===== src/rtl/painterengine_gpu_pkg.sv =====
// Shared definitions for the PainterEngine GPU pipeline stages.
//   FIX_FRAC / FIX_HALF : 16.16 fixed-point fraction width and rounding half.
//   ROT_LATENCY_DEF     : cycles through the CORDIC rotate stage.
//   PIX_COORD_W         : integer pixel coordinate width.
//   rot_scan_state_e    : rotate-scan sequencer states.
//   rot_cfg_t           : per-job configuration latched on start.
//   pix_req_t           : source-sample request sent to texture fetch.
package painterengine_gpu_pkg;

  localparam int          FIX_FRAC        = 16;
  localparam logic [31:0] FIX_HALF        = 32'h0000_8000;
  localparam int          ROT_LATENCY_DEF = 22;
  localparam int          PIX_COORD_W     = 16;

  typedef enum logic [1:0] {
    ST_IDLE,
    ST_ISSUE,
    ST_DRAIN,
    ST_DONE
  } rot_scan_state_e;

  typedef struct packed {
    logic [PIX_COORD_W-1:0] dst_w;
    logic [PIX_COORD_W-1:0] dst_h;
    logic [PIX_COORD_W-1:0] center_x;
    logic [PIX_COORD_W-1:0] center_y;
    logic [PIX_COORD_W-1:0] pivot_x;
    logic [PIX_COORD_W-1:0] pivot_y;
    logic [PIX_COORD_W-1:0] src_w;
    logic [PIX_COORD_W-1:0] src_h;
    logic [31:0]            angle;
  } rot_cfg_t;

  typedef struct packed {
    logic [PIX_COORD_W-1:0] dst_x;
    logic [PIX_COORD_W-1:0] dst_y;
    logic [PIX_COORD_W-1:0] src_x;
    logic [PIX_COORD_W-1:0] src_y;
    logic                   oob;
  } pix_req_t;

  // Sign-extend a signed pixel coordinate to 32 bits.
  function automatic logic [31:0] sext_coord(input logic [PIX_COORD_W-1:0] v);
    return {{(32-PIX_COORD_W){v[PIX_COORD_W-1]}}, v};
  endfunction

endpackage


===== src/rtl/painterengine_gpu_sync_fifo.sv =====
// Synchronous FIFO with occupancy count, shared by GPU stages.
//   clk, rst          : clock, asynchronous active-high reset
//   wr_en, wr_data    : push (ignored when full)
//   rd_en, rd_data    : pop (ignored when empty); rd_data shows the head entry
//   count, empty, full: occupancy status
// DEPTH must be a power of two so the pointers wrap naturally.
module painterengine_gpu_sync_fifo #(
  parameter int WIDTH = 8,
  parameter int DEPTH = 32,
  localparam int AW   = $clog2(DEPTH)
) (
  input  logic             clk,
  input  logic             rst,
  input  logic             wr_en,
  input  logic [WIDTH-1:0] wr_data,
  input  logic             rd_en,
  output logic [WIDTH-1:0] rd_data,
  output logic [AW:0]      count,
  output logic             empty,
  output logic             full
);

  logic [WIDTH-1:0] mem [DEPTH];
  logic [AW-1:0]    wr_ptr_q, wr_ptr_d, rd_ptr_q, rd_ptr_d;
  logic [AW:0]      count_q, count_d;
  logic             do_wr, do_rd;

  always_comb begin
    do_wr    = wr_en && !full;
    do_rd    = rd_en && !empty;
    wr_ptr_d = do_wr ? wr_ptr_q + AW'(1) : wr_ptr_q;
    rd_ptr_d = do_rd ? rd_ptr_q + AW'(1) : rd_ptr_q;
    count_d  = count_q;
    if (do_wr && !do_rd)      count_d = count_q + (AW+1)'(1);
    else if (!do_wr && do_rd) count_d = count_q - (AW+1)'(1);
  end

  always_ff @(posedge clk or posedge rst) begin
    if (rst) begin
      wr_ptr_q <= '0;
      rd_ptr_q <= '0;
      count_q  <= '0;
    end else begin
      wr_ptr_q <= wr_ptr_d;
      rd_ptr_q <= rd_ptr_d;
      count_q  <= count_d;
    end
  end

  // Storage needs no reset: nothing is read until it has been written.
  always_ff @(posedge clk) begin
    if (do_wr) mem[wr_ptr_q] <= wr_data;
  end

  assign rd_data = mem[rd_ptr_q];
  assign count   = count_q;
  assign empty   = (count_q == '0);
  assign full    = (count_q == (AW+1)'(DEPTH));

endmodule


===== src/rtl/painterengine_gpu_rotate_scan.sv =====
// Rotate-stage sequencer and collector.
// Raster-scans the destination rectangle, issues one 16.16 coordinate pair
// per cycle to the CORDIC rotator (o_wire_rot_*), tracks the fixed rotator
// latency with a tag/valid shift register, converts results (i_wire_rot_*)
// to integer source samples and queues them for the texture fetch stream.
//   i_wire_start + config : job start, config latched on that cycle
//   o_wire_rot_x/y/angle  : rotator inputs;  i_wire_rot_x/y : rotator results
//   o_wire_pix_*          : pixel request stream; o_wire_busy, o_wire_done
// Stream handshake: a transfer happens on a clock edge where
// o_wire_pix_valid && i_wire_pix_ready; while valid is high and ready is low,
// valid and all data stay unchanged. Valid never depends on ready.
module painterengine_gpu_rotate_scan
  import painterengine_gpu_pkg::*;
#(
  parameter int ROT_LATENCY = ROT_LATENCY_DEF,
  parameter int FIFO_DEPTH  = 32,
  parameter int COORD_W     = PIX_COORD_W
) (
  input  logic               i_wire_clock,
  input  logic               i_wire_reset,
  input  logic               i_wire_start,
  input  logic [COORD_W-1:0] i_wire_dst_w,
  input  logic [COORD_W-1:0] i_wire_dst_h,
  input  logic [COORD_W-1:0] i_wire_center_x,
  input  logic [COORD_W-1:0] i_wire_center_y,
  input  logic [COORD_W-1:0] i_wire_pivot_x,
  input  logic [COORD_W-1:0] i_wire_pivot_y,
  input  logic [COORD_W-1:0] i_wire_src_w,
  input  logic [COORD_W-1:0] i_wire_src_h,
  input  logic [31:0]        i_wire_angle,
  output logic [31:0]        o_wire_rot_x,
  output logic [31:0]        o_wire_rot_y,
  output logic [31:0]        o_wire_rot_angle,
  input  logic [31:0]        i_wire_rot_x,
  input  logic [31:0]        i_wire_rot_y,
  output logic               o_wire_pix_valid,
  input  logic               i_wire_pix_ready,
  output logic [COORD_W-1:0] o_wire_pix_dst_x,
  output logic [COORD_W-1:0] o_wire_pix_dst_y,
  output logic [COORD_W-1:0] o_wire_pix_src_x,
  output logic [COORD_W-1:0] o_wire_pix_src_y,
  output logic               o_wire_pix_oob,
  output logic               o_wire_busy,
  output logic               o_wire_done
);

  localparam int AW    = $clog2(FIFO_DEPTH);
  localparam int CW    = AW + 2;
  localparam int TAG_W = 1 + 2 * COORD_W;

  rot_scan_state_e    state_q, state_d;
  rot_cfg_t           cfg_q, cfg_d;
  logic [COORD_W-1:0] col_q, col_d, row_q, row_d;
  logic [31:0]        rot_x_q, rot_x_d, rot_y_q, rot_y_d;
  logic [CW-1:0]      in_flight_q, in_flight_d;
  logic               busy_q, busy_d, done_q, done_d;
  // Entry layout {valid, col, row}; entry 0 is loaded on the same edge as
  // rot_x_q, so that register counts as the first of the ROT_LATENCY stages.
  logic [TAG_W-1:0]   sr_q [ROT_LATENCY];
  logic [TAG_W-1:0]   sr_in_d, sr_out;

  logic [AW:0]        fifo_count;
  logic               fifo_empty, fifo_full, fifo_pop;
  pix_req_t           wr_pix, head_pix;
  logic               issue, capture;
  logic [CW-1:0]      credit_sum;
  logic [31:0]        diff_x, diff_y;
  logic signed [31:0] sum_x, sum_y;

  always_comb begin
    sr_out     = sr_q[ROT_LATENCY-1];
    capture    = sr_out[TAG_W-1];
    // Every issued coordinate owns a FIFO slot until it is popped.
    credit_sum = in_flight_q + {1'b0, fifo_count};
    issue      = (state_q == ST_ISSUE) && (credit_sum < CW'(FIFO_DEPTH)) && !fifo_full;
    diff_x     = {{(32-COORD_W){1'b0}}, col_q} - sext_coord(cfg_q.center_x);
    diff_y     = {{(32-COORD_W){1'b0}}, row_q} - sext_coord(cfg_q.center_y);

    state_d = state_q;
    cfg_d   = cfg_q;
    col_d   = col_q;
    row_d   = row_q;
    rot_x_d = rot_x_q;
    rot_y_d = rot_y_q;
    sr_in_d = '0;
    case (state_q)
      ST_IDLE: begin
        if (i_wire_start) begin
          cfg_d = '{dst_w: i_wire_dst_w, dst_h: i_wire_dst_h,
                    center_x: i_wire_center_x, center_y: i_wire_center_y,
                    pivot_x: i_wire_pivot_x, pivot_y: i_wire_pivot_y,
                    src_w: i_wire_src_w, src_h: i_wire_src_h, angle: i_wire_angle};
          col_d   = '0;
          row_d   = '0;
          state_d = (i_wire_dst_w == '0 || i_wire_dst_h == '0) ? ST_DONE : ST_ISSUE;
        end
      end
      ST_ISSUE: begin
        if (issue) begin
          rot_x_d = diff_x << FIX_FRAC;
          rot_y_d = diff_y << FIX_FRAC;
          sr_in_d = {1'b1, col_q, row_q};
          if (col_q == cfg_q.dst_w - COORD_W'(1)) begin
            col_d = '0;
            if (row_q == cfg_q.dst_h - COORD_W'(1)) state_d = ST_DRAIN;
            else                                    row_d   = row_q + COORD_W'(1);
          end else begin
            col_d = col_q + COORD_W'(1);
          end
        end
      end
      ST_DRAIN: begin
        if (in_flight_q == '0 && fifo_empty) state_d = ST_DONE;
      end
      ST_DONE:  state_d = ST_IDLE;
      default:  state_d = ST_IDLE;
    endcase

    in_flight_d = in_flight_q;
    if (issue && !capture)      in_flight_d = in_flight_q + CW'(1);
    else if (!issue && capture) in_flight_d = in_flight_q - CW'(1);

    busy_d = (state_d != ST_IDLE);
    done_d = (state_d == ST_DONE);

    // Round to nearest integer, then translate into source space. Bounds use
    // the full-width sum so far-away samples cannot alias back in range.
    sum_x = ($signed(i_wire_rot_x + FIX_HALF) >>> FIX_FRAC) + $signed(sext_coord(cfg_q.pivot_x));
    sum_y = ($signed(i_wire_rot_y + FIX_HALF) >>> FIX_FRAC) + $signed(sext_coord(cfg_q.pivot_y));
    wr_pix.dst_x = sr_out[2*COORD_W-1:COORD_W];
    wr_pix.dst_y = sr_out[COORD_W-1:0];
    wr_pix.src_x = sum_x[COORD_W-1:0];
    wr_pix.src_y = sum_y[COORD_W-1:0];
    wr_pix.oob   = (sum_x < 0) || (sum_x >= $signed({{(32-COORD_W){1'b0}}, cfg_q.src_w})) ||
                   (sum_y < 0) || (sum_y >= $signed({{(32-COORD_W){1'b0}}, cfg_q.src_h}));
  end

  always_ff @(posedge i_wire_clock or posedge i_wire_reset) begin
    if (i_wire_reset) begin
      state_q     <= ST_IDLE;
      cfg_q       <= '0;
      col_q       <= '0;
      row_q       <= '0;
      rot_x_q     <= '0;
      rot_y_q     <= '0;
      in_flight_q <= '0;
      busy_q      <= 1'b0;
      done_q      <= 1'b0;
      for (int i = 0; i < ROT_LATENCY; i++) sr_q[i] <= '0;
    end else begin
      state_q     <= state_d;
      cfg_q       <= cfg_d;
      col_q       <= col_d;
      row_q       <= row_d;
      rot_x_q     <= rot_x_d;
      rot_y_q     <= rot_y_d;
      in_flight_q <= in_flight_d;
      busy_q      <= busy_d;
      done_q      <= done_d;
      sr_q[0]     <= sr_in_d;
      for (int i = 1; i < ROT_LATENCY; i++) sr_q[i] <= sr_q[i-1];
    end
  end

  painterengine_gpu_sync_fifo #(
    .WIDTH ($bits(pix_req_t)),
    .DEPTH (FIFO_DEPTH)
  ) u_fifo (
    .clk     (i_wire_clock),
    .rst     (i_wire_reset),
    .wr_en   (capture),
    .wr_data (wr_pix),
    .rd_en   (fifo_pop),
    .rd_data (head_pix),
    .count   (fifo_count),
    .empty   (fifo_empty),
    .full    (fifo_full)
  );

  assign fifo_pop         = !fifo_empty && i_wire_pix_ready;
  assign o_wire_rot_x     = rot_x_q;
  assign o_wire_rot_y     = rot_y_q;
  assign o_wire_rot_angle = cfg_q.angle;
  assign o_wire_pix_valid = !fifo_empty;
  // Data is zeroed when idle so the bus reads 0 out of reset.
  assign o_wire_pix_dst_x = fifo_empty ? '0 : head_pix.dst_x;
  assign o_wire_pix_dst_y = fifo_empty ? '0 : head_pix.dst_y;
  assign o_wire_pix_src_x = fifo_empty ? '0 : head_pix.src_x;
  assign o_wire_pix_src_y = fifo_empty ? '0 : head_pix.src_y;
  assign o_wire_pix_oob   = fifo_empty ? 1'b0 : head_pix.oob;
  assign o_wire_busy      = busy_q;
  assign o_wire_done      = done_q;

endmodule


===== config.mk =====
export PLATFORM = sky130hd
export DESIGN_NAME = painterengine_gpu_rotate_scan
export DESIGN_NICKNAME = d
export VERILOG_FILES = /design/src/rtl/painterengine_gpu_pkg.sv /design/src/rtl/painterengine_gpu_sync_fifo.sv /design/src/rtl/painterengine_gpu_rotate_scan.sv
export SDC_FILE = /design/constraint.sdc
export NUM_CORES = 2
export LEC_CHECK = 0
export CORE_ASPECT_RATIO = 1.25
export CORE_MARGIN = 2
export CORE_UTILIZATION = 60
export DETAILED_ROUTE_END_ITERATION = 10
export DONT_BUFFER_PORTS = 1
export GPL_ROUTABILITY_DRIVEN = 0
export PLACE_DENSITY_LB_ADDON = 0.1
export SLEW_MARGIN = 20
export SYNTH_ARGS = -nofsm -noshare
export SYNTH_HDL_FRONTEND = slang
export SYNTH_SLANG_ARGS = --single-unit

===== constraint.sdc =====
create_clock -name i_wire_clock -period 51.2 [get_ports i_wire_clock]
set_input_delay 10.24 -clock i_wire_clock [delete_from_list [all_inputs] [get_ports i_wire_clock]]
set_output_delay 10.24 -clock i_wire_clock [all_outputs]
set_load 0.05 [all_outputs]

==> out/metrics.cfg <==
[timing]
timing.max_slew.rel_slack = 0.2390
rsz_0062_raised_after_global_routing = false
timing.final.hold_violations = 0
fin_crit_ns = 16.01
fin_worst_skew_ns = 0.04570
worst_pin_slew_ns = 1.137
finalMaxSlewViolations = 0
fmax_ghz = 0.06248
finalSetupTns_ns = 0
min_period_over_period = 0.3126
setup_viol = 0

[yosys]
netlist_area_sq_um = 113100
dominant_synthesized_flop_cell = sky130_fd_sc_hd__edfxtp_1
synthDominantCellAreaShare = 0.5524
synthesis.yosys.warnings = 0
synth_seq_cells = 3057
syn-instance-count = 5692
async_set_or_reset_flop_fraction_in_the_synthesized_netlist = 0.3196
synth_sequential_area_ratio = 0.7686
ys_top_cells_by_area = sky130_fd_sc_hd__edfxtp_1 (55%), sky130_fd_sc_hd__dfrtp_1 (22%), sky130_fd_sc_hd__mux4_2 (13%)
edff_count_synth = 2080
average_footprint_of_a_synthesized_cell_sq_um = 19.87
post-synth-top-area-cell = sky130_fd_sc_hd__edfxtp_1
synth_cell_type_count = 74

[cts]
holdBufCountCts = 0
tritoncts = yes
clk_pin_slew_worst_paths_ns = 0.07
cts_htree_levels = 5
cts-buffers-inserted = 297
cts_buffer_depth = 4
number_of_clock_sinks = 3057
ctsRootBufferMaster = sky130_fd_sc_hd__clkbuf_16
cts_setup_buffers = 0
ctsResizeCount = 0
clk_latency_ns = 0.93

[drt]
postRouteAntennaNets = 0
routed-via-count = 52730
totalWireLength_mm = 248.9
first_pass_iters = 5
vias_per_cell = 6.127
routedWlPerCell_microns = 28.92
drt-initial-drc-count = 4792
remaining_drc_errors = 0

[finish]
fillCellCount = 11990
final_layout_size_suffix_gt1_frac = 0.2146
syn2layout_area_growth_pct = 11.54
finish.net_count = 6231
final_cell_mix = sky130_fd_sc_hd__edfxtp_1 (2080), sky130_fd_sc_hd__dfrtp_1 (972), sky130_fd_sc_hd__mux4_2 (650)
fin_area_sq_um = 126100
layout.core_utilization = 0.6718
mostFrequentLayoutCell = sky130_fd_sc_hd__edfxtp_1

[placed_design]
place.port_buffers = 0
detailed_place.area_sq_um = 116700
hpwlAfterDp_mm = 131.2

[pwr]
power_per_cell_area_nw_per_um2 = 55.04
clockPowerShare = 0.304
p_sw_uw = 2146
ir_drop_mv = 0.05060
seq_power_share = 0.447
power.combinational.fraction = 0.249
sw_frac_of_total = 0.3092
cell_internal_pwr_uw = 4795
p_leak_uw = 0.04713

[global_route]
via_count_of_the_first_global_routing_pass = 54840
global_route.usage.total = 0.2648
initial_antenna_violation_count = 2
grt_pass1_wl_mm = 364.2
grt_overflow_total = 0
grt_max_degree = 167

[min_path]
min_path_type = reg -> reg
startpoint_of_the_lowest_slack_hold_path = sr_q[377]

[die]
die_footprint_sq_um = 192000
fp.dieW_microns = 392.3
boundaryPins = 392
floorplan.core_area_sq_um = 187700
floorplan.initialDensity = 0.6023
rows = 178
die_height_microns = 489.4

[setup_path]
worst-endpoint-required_ns = 40.96
rr_startpoint = cfg_q[65]
critical_path_arrival_ns = 5.77
reg2reg_setup_slack_ns = 45.55
crit_buf_inv = 2
timing.critical_path.slowest_cell_delay_ns = 1.11
critical_path_end_type = output pin
critPathTopFamily = multiplexers
worst-path-max-fanout = 62
ordered_cell_list_for_the_critical_path = buf_4 > buf_4 > mux4_2 > mux4_2 > mux2i_1 > nor2_1
setup.worst_path.class = reg -> out
crit_path_start_kind = flop
crit_path_start = u_fifo.rd_ptr_q[1]
slowest_cell_on_the_critical_path = sky130_fd_sc_hd__dfrtp_4

[run_status]
status = complete, no violations

[run]
maxCapViolCount = 0

-- state kept, by name (all words and copies together) (netlist names) --
signal,count
u_fifo.wr_ptr_q,5
o_wire_rot_angle,32
sr_q,693
u_fifo.count,6
u_fifo.mem,2080
sr_out,33
u_fifo.rd_ptr_q,5
o_wire_busy,1
cfg_q,128
row_q,16
state_q,2
in_flight_q,7
o_wire_rot_x,16
o_wire_done,1
o_wire_rot_y,16
col_q,16
-- metal layers --
layer,GRT usage,vias to the layer above,share of wire
met5,0,-,0
met4,0.06589,0,0.021
met1,0.3641,28180,0.40
li1,-,22270,-
met2,0.4451,1955,0.51
met3,0.04894,324,0.071
-- area by class of cell --
cell class / count / area (sq um) / share of cell area
multi-input combinational: 2260 / 25030 / 0.1985
antenna: 1 / 2.502 / 0.00001984
inverter: 117 / 446.7 / 0.003542
tap: 2520 / 3153 / 0.02500
clock buffer: 404 / 8294 / 0.06576
timing repair buffer: 139 / 1239 / 0.009821
clock inverter: 108 / 1030 / 0.008165
sequential: 3057 / 86930 / 0.6892
-- worst reg2reg max path, stage by stage, from the launching register on --
cell and delay, ns:
sky130_fd_sc_hd__dfrtp_1 0.38, sky130_fd_sc_hd__ha_1 0.29, sky130_fd_sc_hd__a21o_1 0.16, sky130_fd_sc_hd__a21oi_1 0.37, sky130_fd_sc_hd__o21ai_0 0.24, sky130_fd_sc_hd__o41ai_1 0.74
sky130_fd_sc_hd__nor2_1 0.21, sky130_fd_sc_hd__o31a_1 0.38, sky130_fd_sc_hd__nand4_1 0.10, sky130_fd_sc_hd__o211ai_1 0.13, sky130_fd_sc_hd__xor2_2 0.13, sky130_fd_sc_hd__buf_4 0.31
sky130_fd_sc_hd__ha_1 0.33, sky130_fd_sc_hd__a211oi_1 0.28, sky130_fd_sc_hd__nand3_1 0.11, sky130_fd_sc_hd__a221o_1 0.31, sky130_fd_sc_hd__a31oi_1 0.14, sky130_fd_sc_hd__o21ai_0 0.09
sky130_fd_sc_hd__nor2_1 0.24, sky130_fd_sc_hd__nand4_1 0.15, sky130_fd_sc_hd__buf_4 0.26
-- power by group through the flow --
stage               Clock [uW]  Sequential (uW)  Combinational, uW
global route              2240             3120               1860
floorplan                    0             3070               1340
CTS                       2150             3110               1750
detailed placement           0             3160               1740
global placement             0             3150               1710
finish                    2110             3110               1730
-- synth_stat cells, types with 65 or more instances --
master and n:
sky130_fd_sc_hd__clkbuf_1 158, sky130_fd_sc_hd__dfrtp_1 977, sky130_fd_sc_hd__edfxtp_1 2080, sky130_fd_sc_hd__ha_1 125
sky130_fd_sc_hd__inv_1 116, sky130_fd_sc_hd__mux2i_1 69, sky130_fd_sc_hd__mux4_2 650, sky130_fd_sc_hd__nand2_1 466
sky130_fd_sc_hd__nor2_1 185, sky130_fd_sc_hd__o21ai_0 139, sky130_fd_sc_hd__xnor2_1 93, sky130_fd_sc_hd__xor2_1 65
-- logic make-up after synthesis --
group,Yosys count,share of synthesized area
AO/OA/AOI/OAI,311,0.01711
XOR/XNOR,158,0.01224
adder cells (fa/ha/maj),131,0.01489
buffers and inverters,406,0.01564
flip-flops,3057,0.7686
multiplexers,724,0.1361
other,1,0.00003316
AND/OR/NAND/NOR,904,0.03542
-- through the flow --
| step | setup slack, ns | total power [uW] | hold WS [ns] | instances |
|---|---|---|---|---|
| after floorplan | 13.48 | 4408 | 0.3312 | 5723 |
| after global placement | 35.42 | 4857 | 0.3311 | 8086 |
| after detailed placement | 35.35 | 4894 | 0.3347 | 8089 |
| after CTS | 35.09 | 7007 | 0.3126 | 8601 |
| after global routing | 35.08 | 7224 | 0.3301 | 8606 |
| final | 35.19 | 6942 | 0.3145 | 8606 |
-- final timing paths --
kind	to	depth (start not counted)
max in group asynchronous	sr_q[372]	4
setup / recovery	o_wire_pix_oob	6
min in group asynchronous	col_q[8]	1
setup reg to reg	u_fifo.mem[1][0]	20
hold / removal	sr_q[344]	0
hold reg to reg	sr_q[344]	0
No activity file was read; power rests on OpenSTA's default activity.
